==> src/rtl/stress_multi_if.sv <==
// Bus bundle for stress_multi: sample tick, channel data, combine controls and detector results.
// The master side drives the samples; the slave side (the detector) returns the flags.
interface stress_multi_if #(
  parameter int CHANNELS = 2,
  parameter int WIDTH    = 8
);
  logic                      slow;
  logic [CHANNELS*WIDTH-1:0] data;
  logic [CHANNELS-1:0]       ch_enable;
  logic                      mode;
  logic [CHANNELS-1:0]       ch_gedaald;
  logic [CHANNELS-1:0]       ch_gelijk;
  logic [CHANNELS-1:0]       ch_error;
  logic                      gedaald;
  logic                      gelijk;
  logic                      error;
  logic                      result_valid;
  logic                      overrun;

  modport master (
    output slow, data, ch_enable, mode,
    input  ch_gedaald, ch_gelijk, ch_error, gedaald, gelijk, error, result_valid, overrun
  );

  modport slave (
    input  slow, data, ch_enable, mode,
    output ch_gedaald, ch_gelijk, ch_error, gedaald, gelijk, error, result_valid, overrun
  );
endinterface

==> src/rtl/stress_multi.sv <==
// Multi-channel stress detector: windowed averages per channel, compared with the previous window,
// scanned one channel per clock so a single comparator/divider serves every channel.
module stress_multi #(
  parameter int CHANNELS  = 2,
  parameter int WIDTH     = 8,
  parameter int WINDOW    = 4,
  parameter int TOL       = 2,
  parameter int MIN_VALID = 30,
  parameter int MAX_VALID = 220
) (
  input  logic          clk,
  input  logic          reset,
  stress_multi_if.slave bus
);

  localparam int LOG2W = $clog2(WINDOW);
  localparam int ACC_W = WIDTH + LOG2W;
  localparam int CNT_W = LOG2W + 1;
  localparam int CH_W  = (CHANNELS > 1) ? $clog2(CHANNELS) : 1;
  localparam int CMP_W = WIDTH + 1;

  typedef enum logic [1:0] {
    IDLE    = 2'd0,
    SCAN    = 2'd1,
    COMBINE = 2'd2
  } state_t;

  state_t                          state_q;
  logic [CH_W-1:0]                 ch_idx_q;
  logic [CHANNELS*WIDTH-1:0]       snap_q;
  logic [CHANNELS-1:0][ACC_W-1:0]  acc_q;
  logic [CHANNELS-1:0][CNT_W-1:0]  cnt_q;
  logic [CHANNELS-1:0][WIDTH-1:0]  prev_avg_q;
  logic [CHANNELS-1:0]             prev_valid_q;
  logic [CHANNELS-1:0]             ch_gedaald_q;
  logic [CHANNELS-1:0]             ch_gelijk_q;
  logic [CHANNELS-1:0]             ch_error_q;
  logic                            gedaald_q;
  logic                            gelijk_q;
  logic                            error_q;
  logic                            result_valid_q;
  logic                            overrun_q;

  logic [WIDTH-1:0] samp_s;
  logic             in_range_s;
  logic [ACC_W-1:0] acc_sum_s;
  logic [CNT_W-1:0] cnt_inc_s;
  logic             win_done_s;
  logic [WIDTH-1:0] avg_s;
  logic             dec_s;
  logic             eq_s;
  logic             comb_gedaald_s;
  logic             comb_gelijk_s;
  logic             comb_error_s;

  function automatic logic [CMP_W-1:0] abs_diff(input logic [CMP_W-1:0] a, input logic [CMP_W-1:0] b);
    logic [CMP_W-1:0] r;
    if (a >= b) begin
      r = a - b;
    end else begin
      r = b - a;
    end
    return r;
  endfunction

  // Shared datapath for the channel currently being scanned.
  always_comb begin
    samp_s     = snap_q[int'(ch_idx_q)*WIDTH +: WIDTH];
    in_range_s = (samp_s >= WIDTH'(MIN_VALID)) && (samp_s <= WIDTH'(MAX_VALID));
    acc_sum_s  = acc_q[ch_idx_q] + ACC_W'(samp_s);
    cnt_inc_s  = cnt_q[ch_idx_q] + CNT_W'(1);
    win_done_s = (cnt_inc_s == CNT_W'(WINDOW));
    avg_s      = acc_sum_s[ACC_W-1:LOG2W];
    dec_s      = 1'b0;
    eq_s       = 1'b0;
    // Compare one bit wider than the samples so avg + TOL cannot wrap.
    if (({1'b0, avg_s} + CMP_W'(TOL)) < {1'b0, prev_avg_q[ch_idx_q]}) begin
      dec_s = 1'b1;
    end else if (abs_diff({1'b0, avg_s}, {1'b0, prev_avg_q[ch_idx_q]}) <= CMP_W'(TOL)) begin
      eq_s = 1'b1;
    end else begin
      dec_s = 1'b0;
      eq_s  = 1'b0;
    end
  end

  // Combine enabled channels; AND mode over an empty set yields 0.
  always_comb begin
    comb_error_s = |(ch_error_q & bus.ch_enable);
    if (bus.mode) begin
      comb_gedaald_s = (&(ch_gedaald_q | ~bus.ch_enable)) & (|bus.ch_enable);
      comb_gelijk_s  = (&(ch_gelijk_q  | ~bus.ch_enable)) & (|bus.ch_enable);
    end else begin
      comb_gedaald_s = |(ch_gedaald_q & bus.ch_enable);
      comb_gelijk_s  = |(ch_gelijk_q  & bus.ch_enable);
    end
  end

  // Scan FSM together with per-channel window state and registered outputs.
  always_ff @(posedge clk or negedge reset) begin
    if (!reset) begin
      state_q        <= IDLE;
      ch_idx_q       <= '0;
      snap_q         <= '0;
      acc_q          <= '0;
      cnt_q          <= '0;
      prev_avg_q     <= '0;
      prev_valid_q   <= '0;
      ch_gedaald_q   <= '0;
      ch_gelijk_q    <= '0;
      ch_error_q     <= '0;
      gedaald_q      <= 1'b0;
      gelijk_q       <= 1'b0;
      error_q        <= 1'b0;
      result_valid_q <= 1'b0;
      overrun_q      <= 1'b0;
    end else begin
      result_valid_q <= 1'b0;
      case (state_q)
        IDLE: begin
          if (bus.slow) begin
            snap_q   <= bus.data;
            ch_idx_q <= '0;
            state_q  <= SCAN;
          end
        end
        SCAN: begin
          if (bus.slow) begin
            overrun_q <= 1'b1;
          end
          if (!in_range_s) begin
            // Bad sample restarts the window but keeps the reference average.
            ch_error_q[ch_idx_q] <= 1'b1;
            acc_q[ch_idx_q]      <= '0;
            cnt_q[ch_idx_q]      <= '0;
          end else if (win_done_s) begin
            acc_q[ch_idx_q]      <= '0;
            cnt_q[ch_idx_q]      <= '0;
            ch_error_q[ch_idx_q] <= 1'b0;
            prev_avg_q[ch_idx_q] <= avg_s;
            if (prev_valid_q[ch_idx_q]) begin
              ch_gedaald_q[ch_idx_q] <= dec_s;
              ch_gelijk_q[ch_idx_q]  <= eq_s;
            end else begin
              prev_valid_q[ch_idx_q] <= 1'b1;
            end
          end else begin
            acc_q[ch_idx_q] <= acc_sum_s;
            cnt_q[ch_idx_q] <= cnt_inc_s;
          end
          if (ch_idx_q == CH_W'(CHANNELS - 1)) begin
            state_q <= COMBINE;
          end else begin
            ch_idx_q <= ch_idx_q + CH_W'(1);
          end
        end
        COMBINE: begin
          if (bus.slow) begin
            overrun_q <= 1'b1;
          end
          gedaald_q      <= comb_gedaald_s;
          gelijk_q       <= comb_gelijk_s;
          error_q        <= comb_error_s;
          result_valid_q <= 1'b1;
          state_q        <= IDLE;
        end
        default: begin
          state_q <= IDLE;
        end
      endcase
    end
  end

  assign bus.ch_gedaald   = ch_gedaald_q;
  assign bus.ch_gelijk    = ch_gelijk_q;
  assign bus.ch_error     = ch_error_q;
  assign bus.gedaald      = gedaald_q;
  assign bus.gelijk       = gelijk_q;
  assign bus.error        = error_q;
  assign bus.result_valid = result_valid_q;
  assign bus.overrun      = overrun_q;

endmodule

==> src/flat_wrapper.sv <==
// flat-port wrapper written by rule: the top's interface ports become plain ports
module stress_multi_flat 
#(
  parameter int CHANNELS  = 2,
  parameter int WIDTH     = 8,
  parameter int WINDOW    = 4,
  parameter int TOL       = 2,
  parameter int MIN_VALID = 30,
  parameter int MAX_VALID = 220
)
  (clk, reset, bus_slow, bus_data, bus_ch_enable, bus_mode, bus_ch_gedaald, bus_ch_gelijk, bus_ch_error, bus_gedaald, bus_gelijk, bus_error, bus_result_valid, bus_overrun);
  stress_multi_if #(.CHANNELS(CHANNELS), .WIDTH(WIDTH)) bus_i ();
  input  logic clk;
  input  logic reset;
  input wire logic [$bits(bus_i.slow)-1:0] bus_slow;
  input wire logic [$bits(bus_i.data)-1:0] bus_data;
  input wire logic [$bits(bus_i.ch_enable)-1:0] bus_ch_enable;
  input wire logic [$bits(bus_i.mode)-1:0] bus_mode;
  output wire logic [$bits(bus_i.ch_gedaald)-1:0] bus_ch_gedaald;
  output wire logic [$bits(bus_i.ch_gelijk)-1:0] bus_ch_gelijk;
  output wire logic [$bits(bus_i.ch_error)-1:0] bus_ch_error;
  output wire logic [$bits(bus_i.gedaald)-1:0] bus_gedaald;
  output wire logic [$bits(bus_i.gelijk)-1:0] bus_gelijk;
  output wire logic [$bits(bus_i.error)-1:0] bus_error;
  output wire logic [$bits(bus_i.result_valid)-1:0] bus_result_valid;
  output wire logic [$bits(bus_i.overrun)-1:0] bus_overrun;
  assign bus_i.slow = bus_slow;
  assign bus_i.data = bus_data;
  assign bus_i.ch_enable = bus_ch_enable;
  assign bus_i.mode = bus_mode;
  assign bus_ch_gedaald = bus_i.ch_gedaald;
  assign bus_ch_gelijk = bus_i.ch_gelijk;
  assign bus_ch_error = bus_i.ch_error;
  assign bus_gedaald = bus_i.gedaald;
  assign bus_gelijk = bus_i.gelijk;
  assign bus_error = bus_i.error;
  assign bus_result_valid = bus_i.result_valid;
  assign bus_overrun = bus_i.overrun;
  stress_multi #(.CHANNELS(CHANNELS), .WIDTH(WIDTH), .WINDOW(WINDOW), .TOL(TOL), .MIN_VALID(MIN_VALID), .MAX_VALID(MAX_VALID)) u_core (.clk(clk), .reset(reset), .bus(bus_i));
endmodule
==> config.mk <==
export PLATFORM = sky130hd
export DESIGN_NAME = stress_multi_flat
export DESIGN_NICKNAME = d
export VERILOG_FILES = /design/src/rtl/stress_multi_if.sv /design/src/rtl/stress_multi.sv /design/src/flat_wrapper.sv
export SDC_FILE = /design/constraint.sdc
export NUM_CORES = 1
export LEC_CHECK = 0
export CAP_MARGIN = 20
export CELL_PAD_IN_SITES_DETAIL_PLACEMENT = 0
export CELL_PAD_IN_SITES_GLOBAL_PLACEMENT = 1
export CORE_MARGIN = 2
export CORE_UTILIZATION = 30
export CTS_BUF_LIST = sky130_fd_sc_hd__clkbuf_4 sky130_fd_sc_hd__clkbuf_8 sky130_fd_sc_hd__clkbuf_16
export DETAILED_ROUTE_END_ITERATION = 7
export PLACE_DENSITY_LB_ADDON = 0.3
export SYNTH_ARGS = -nofsm -noshare
export SYNTH_HDL_FRONTEND = slang
export SYNTH_SLANG_ARGS = --single-unit
==> constraint.sdc <==
create_clock -name clk -period 4.53 [get_ports clk]
set_input_delay 0.906 -clock clk [delete_from_list [all_inputs] [get_ports clk]]
set_output_delay 0.906 -clock clk [all_outputs]
set_load 0.01 [all_outputs]
After elaboration in Yosys (flattened, before gate mapping)
Index checks and enable logic that the tools add are counted.
- add/subtract/negate cells: 6
- $mul: 0
- divide/modulo/power cells: 0
- order comparisons: 7
- equality and inequality tests: 6
- shift operators: 1
- multiplexer cells: 41
- bitwise logic cells: 17
- reduce and logical (&&, ||, !) cells: 19
- operators by type and width (operator ; number):
    $mux W20 ; 2
    $mux W10 ; 3
    $mux W8 ; 3
    $and A20 B20 Y20 ; 1
    $bwmux W20 ; 1
    $not A20 Y20 ; 1
    $mux W9 ; 2
    $sub A8 B8 Y9 ; 2
    $bwmux W16 ; 1
    $shiftx A16 B5 Y8 ; 1
    $reduce_and A2 Y1 ; 7
    $mux W6 ; 2
    $mux W1 ; 11
    $add A10 B8 Y10 ; 1
    $demux W10 S1 ; 1
    $reduce_or A2 Y1 ; 5
    $add A8 B2 Y9 const B ; 1
    $le A9 B2 Y1 const B ; 1
    $lt A9 B8 Y1 ; 1
    $mux W3 ; 3
    $and A2 B2 Y2 ; 4
    $demux W8 S1 ; 1
    $ge A8 B5 Y1 const B ; 1
    $ge A8 B8 Y1 ; 1
    other kinds (28) ; 40
- register bits: 74
- bits in latches: 0
- memory bits (writable): 0
- memory bits (read-only): 0
- memories kept: 0

Longest topological paths before layout
- depth after elaboration: 10
- gate-level depth with buffers: 22
- gate-level depth less buffers: 18

Worst setup path after synthesis
OpenSTA, ideal clock, no wires.
- path type: register -> register
- start: register u_core.ch_idx_q
- end: register u_core.ch_gelijk_q[1], in the netlist u_core.bus.ch_gelijk[1]
- setup time: 0.095 ns
- arrival: 4.861 ns
- path slack: -0.427 ns
- stages on the path, launching flop included: 21
- period minus slack after synthesis: 4.957 ns
- path through: dfrtp_1 > buf_4 > buf_4 > buf_1 > buf_1 > mux2i_1 > inv_1 > ha_1 > a21o_1 > a21oi_1 > xor2_1 > inv_1 > fa_1 > nor2b_1 > o2111ai_1 > o2111ai_1 > a22o_1 > nand3_1 > mux2_2 > a21o_1 > o31ai_1
- longest elaborated chain between the ends: 10
- elaborated cells between the ends (all ways): 32
- those cells by class: add/sub: 5; order compare: 7; eq/ne: 1; shift: 1; mux: 15; reduce/logical: 3
- RTL lines (what ; RTL line ; text):
    from (decl) ; stress_multi.sv:29 ; logic [CH_W-1:0] ch_idx_q;
    from (signal assigned) ; stress_multi.sv:154 ; ch_idx_q <= ch_idx_q + CH_W'(1);
    branches (longest 2 deep; another with $shiftx A16 B5 Y8) ; -- ;
    $add A10 B8 Y10 * ; stress_multi.sv:70 ; acc_sum_s = acc_q[ch_idx_q] + ACC_W'(samp_s);
    named net u_core.acc_sum_s[3] ; stress_multi.sv:46 ; logic [ACC_W-1:0] acc_sum_s;
    $sub A8 B8 Y9 (tied with other cells) ; stress_multi.sv:61 ; r = b - a;
    $mux W9 ; stress_multi.sv:58 ; if (a >= b) begin
    $mux W9 ; stress_multi.sv:77 ; if (({1'b0, avg_s} + CMP_W'(TOL)) < {1'b0, prev_avg_q[ch_idx_q]}) begin
    $le A9 B2 Y1 ; stress_multi.sv:79 ; end else if (abs_diff({1'b0, avg_s}, {1'b0, prev_avg_q[ch_idx_q]}) <= CMP_W'(TOL)) begin
    $mux W1 ; stress_multi.sv:79 ;
    $mux W1 * ; stress_multi.sv:77 ;
    $bwmux W2 * ; stress_multi.sv:143 ; ch_gelijk_q[ch_idx_q] <= eq_s;
    to (signal, indexed assignment) ; stress_multi.sv:143 ;
    to (decl) ; stress_multi.sv:36 ; logic [CHANNELS-1:0] ch_gelijk_q;
Mark *: on every way through the listed nets, which the timed path passes. The select of a mux whose other input is x is not followed.
A chain may end at the register's enable or synchronous reset.

Final worst setup path
Ends and elaborated chain as after synthesis.

==> summary.md <==
| Metric | Value |
|---|---|
| First DRT Iteration DRCs | 175 |
| Post-synthesis sequential area ratio | 38.7% |
| Critical R2R Capture | u_core.bus.ch_gelijk[1] |
| Yosys top cell by area | dfrtp_1 |
| Die width | 130 µm |
| CTS tree | yes |
| Yosys cell types | 64 |
| Worst hold stages | 1 |
| Fin crit share | 94.6% |
| Most frequent cells in the layout | 73 x dfrtp_1, 50 x nand2_1, 44 x mux2_2, 35 x ha_1, 34 x o21ai_0 |
| RSZ-0062 raised after global routing | no |
| Setup Crit Path Kind | register to register |
| Max Buffers Root-to-Sink | 2 |
| H-Tree Level Count | 3 |
| Status | finished, final reports clean |
| Max transition margin | 33.1% |
| Ys flop type | dfrtp_1 |
| DR DRC count | 0 |
| Routed vias | 3,537 |
| Final Hold Fails | 0 |
| Hold worst-path end | u_core.bus.overrun |
| EDFF count, synth | 0 |
| Hold_buf cts | 0 |
| Routability cong. | 0.810 |
| Routed Antenna Nets | 0 |
| Antenna violations before repair | 0 |
| Startpoint types | register |
| Max Clock Skew | 0.00941 ns |
| Fmax | 233 MHz |
| Critical Path Sink Type | register |
| Worst r2r path cells | 16 |
| Clock latency on the worst-skew pair | 0.34 ns |
| Reg2Reg Setup Slack | 0.24 ns |
| Mapped Area | 4790 µm² |
| Diode count | 0 |
| Vias per cell | 4.79 |
| Crit path time final | 4.29 ns |
| Total core area | 15,800 µm² |
| Register bit count reported by yosys | 74 |
| Clock slew at reported path FFs | 0.06 ns |
| Asr flop ratio synth | 100% |
| Post-synthesis cell count | 474 |
| Number of global-route vias before repair | 3,614 |
| Clock root buffer | clkbuf_16 |
| Dpl hpwl | 8.44 mm |
| Mapped Nets | 534 |
| Final setup TNS | 0 ns |
| Tightest Pin Transition | 0.999 ns |
| Avg WL per Cell | 15.2 µm |
| Total grt overflow | 0 |
| Pin count of the biggest net entering global routing | 75 |
| Starting Density | 30.4% |
| Count of pins over their slew limit | 0 |
| Post-synth top area share | 38.7% |
| # rows | 46 |
| Die footprint | 17,000 µm² |
| Number of I/O pins | 33 |
| Max Cap Viol | 0 |
| DIE HEIGHT | 130 µm |
| CP Data Arrival Time | 4.53 ns |
| IO buf count | 32 |
| Final setup fails | 0 |
| Most common cell after layout, fill and taps aside | dfrtp_1 |
| Drt first pass iters | 4 |
| Critical Path RT | 4.77 ns |
| YS warnings | 0 |
| CP max FO | 10 |
| Nets | 577 |
| First-pass GRT wire length | 18.7 mm |
| Share of layout cells above drive strength 1 | 19.9% |
| Top cells by area, synth | dfrtp_1 39%, mux2_2 10%, ha_1 9.1%, nand2_1 3.9%, o21ai_0 3.6% |
| Hold Crit Class | register to register |
| Hold_sp | u_core.bus.overrun |
| Overall routing resource usage | 14.2% |
| WL final | 11.2 mm |
| R2r startpoint | u_core.ch_idx_q |
| Mean Syn Cell Area | 10.1 µm² |
| Clock sink total | 74 |
| Area grow syn2layout | 20.5% |
| Total CTS buffers | 9 |
| Post-CTS setup buffer count | 0 |
metrics by stage:
stage	cells	util (%)	area, µm²	worst slack (ns)	hold WS (ns)
floorplan	474	-	4800	0.0124	0.439
CTS	738	36.5	5750	0.119	0.469
global placement	722	34.5	5440	0.247	0.441
global route	738	36.6	5770	0.0396	0.500
finish	738	36.6	5770	0.242	0.462
detailed placement	722	34.5	5440	0.158	0.451
cells in the mapped netlist (4+ instances only):
cell,instances
inv_1,27
nand3_1,9
a22oi_1,4
clkbuf_1,10
ha_1,35
mux2i_1,13
mux2_1,4
nand2_1,50
nor2b_1,6
nor3_1,5
xnor2_1,9
nor2_1,20
xor2_1,5
o31ai_1,10
o2111ai_1,4
o21ai_0,34
o21a_1,4
nand2b_1,6
a21o_1,15
a31oi_1,4
dfrtp_1,74
a21oi_1,26
mux2_2,44
or2_2,4
state kept, by name, summed over array words and instances (netlist names), named ones only:
name and count:
u_core.acc_q 20, u_core.prev_avg_q 16, u_core.snap_q 16, u_core.cnt_q 6
u_core.bus.ch_gedaald 2, u_core.bus.ch_gelijk 2, u_core.prev_valid_q 2, u_core.state_q 2
u_core.bus.error 1, u_core.bus.gedaald 1, u_core.bus.gelijk 1, u_core.bus.overrun 1
u_core.bus.result_valid 1, u_core.ch_idx_q 1
worst max path at each step:
| stage | start | end | slack, ns | cells past startpoint |
|---|---|---|---|---|
| floorplan | u_core.ch_idx_q | u_core.bus.ch_gelijk[1] | 0.01 | 21 |
| global placement | u_core.ch_idx_q | u_core.bus.ch_gelijk[1] | 0.25 | 16 |
| detailed placement | u_core.ch_idx_q | u_core.bus.ch_gelijk[1] | 0.16 | 16 |
| CTS | u_core.ch_idx_q | u_core.bus.ch_gelijk[1] | 0.12 | 16 |
| global route | u_core.ch_idx_q | u_core.bus.ch_gelijk[1] | 0.04 | 16 |
| finish | u_core.ch_idx_q | u_core.bus.ch_gelijk[1] | 0.24 | 16 |
critical path, stage by stage, from the launching register on:
cell and delay (ns):
dfrtp_2 0.45, buf_4 0.22, mux2_2 0.39, ha_1 0.29, or2_1 0.26, a311o_1 0.33
a31oi_2 0.23, xnor2_2 0.16, inv_1 0.13, ha_1 0.27, or3_1 0.33, o2111ai_1 0.21
a22o_1 0.19, nand3_1 0.08, mux2_2 0.27, a21o_1 0.17, o31ai_1 0.21
what timing repair did:
item,4_1_cts,5_1_grt
gates resized for setup,0,4
endpoints found under the setup margin,0,2
endpoints found under the hold margin,0,0
cell type report:
cell class              instances  area, µm²
clock buffers                  13        268
repair buffers                 48        438
inverters                      30        115
multi-input cells             354       2780
well taps                     216        270
flip-flops and latches         74       1850
clock inverters                 3       47.5
fillers                      1617      10000
per-layer routing:
layer / vias to the layer above / track usage (%) / routed length (µm) / part of all wire (%)
met1: 1714 / 18.5 / 5350 / 48
met5: - / 0 / 0 / 0
met2: 37 / 24.0 / 5500 / 49
li1: 1778 / - / - / -
met3: 8 / 2.20 / 210 / 1.9
met4: 0 / 5.63 / 142 / 1.3
logic make-up after synthesis:
logic type / after synthesis / synth area share [%]
simple gates: 114 / 11.5
fa+ha+maj: 38 / 10.4
compound gates: 124 / 17.9
flops: 74 / 38.7
buf+inv: 46 / 3.87
mux: 62 / 14.5
xor+xnor: 16 / 3.24
Power is left out: the tool's default activity adds up to more than one toggle a clock period on the data nets, which glitch-free logic cannot reach.
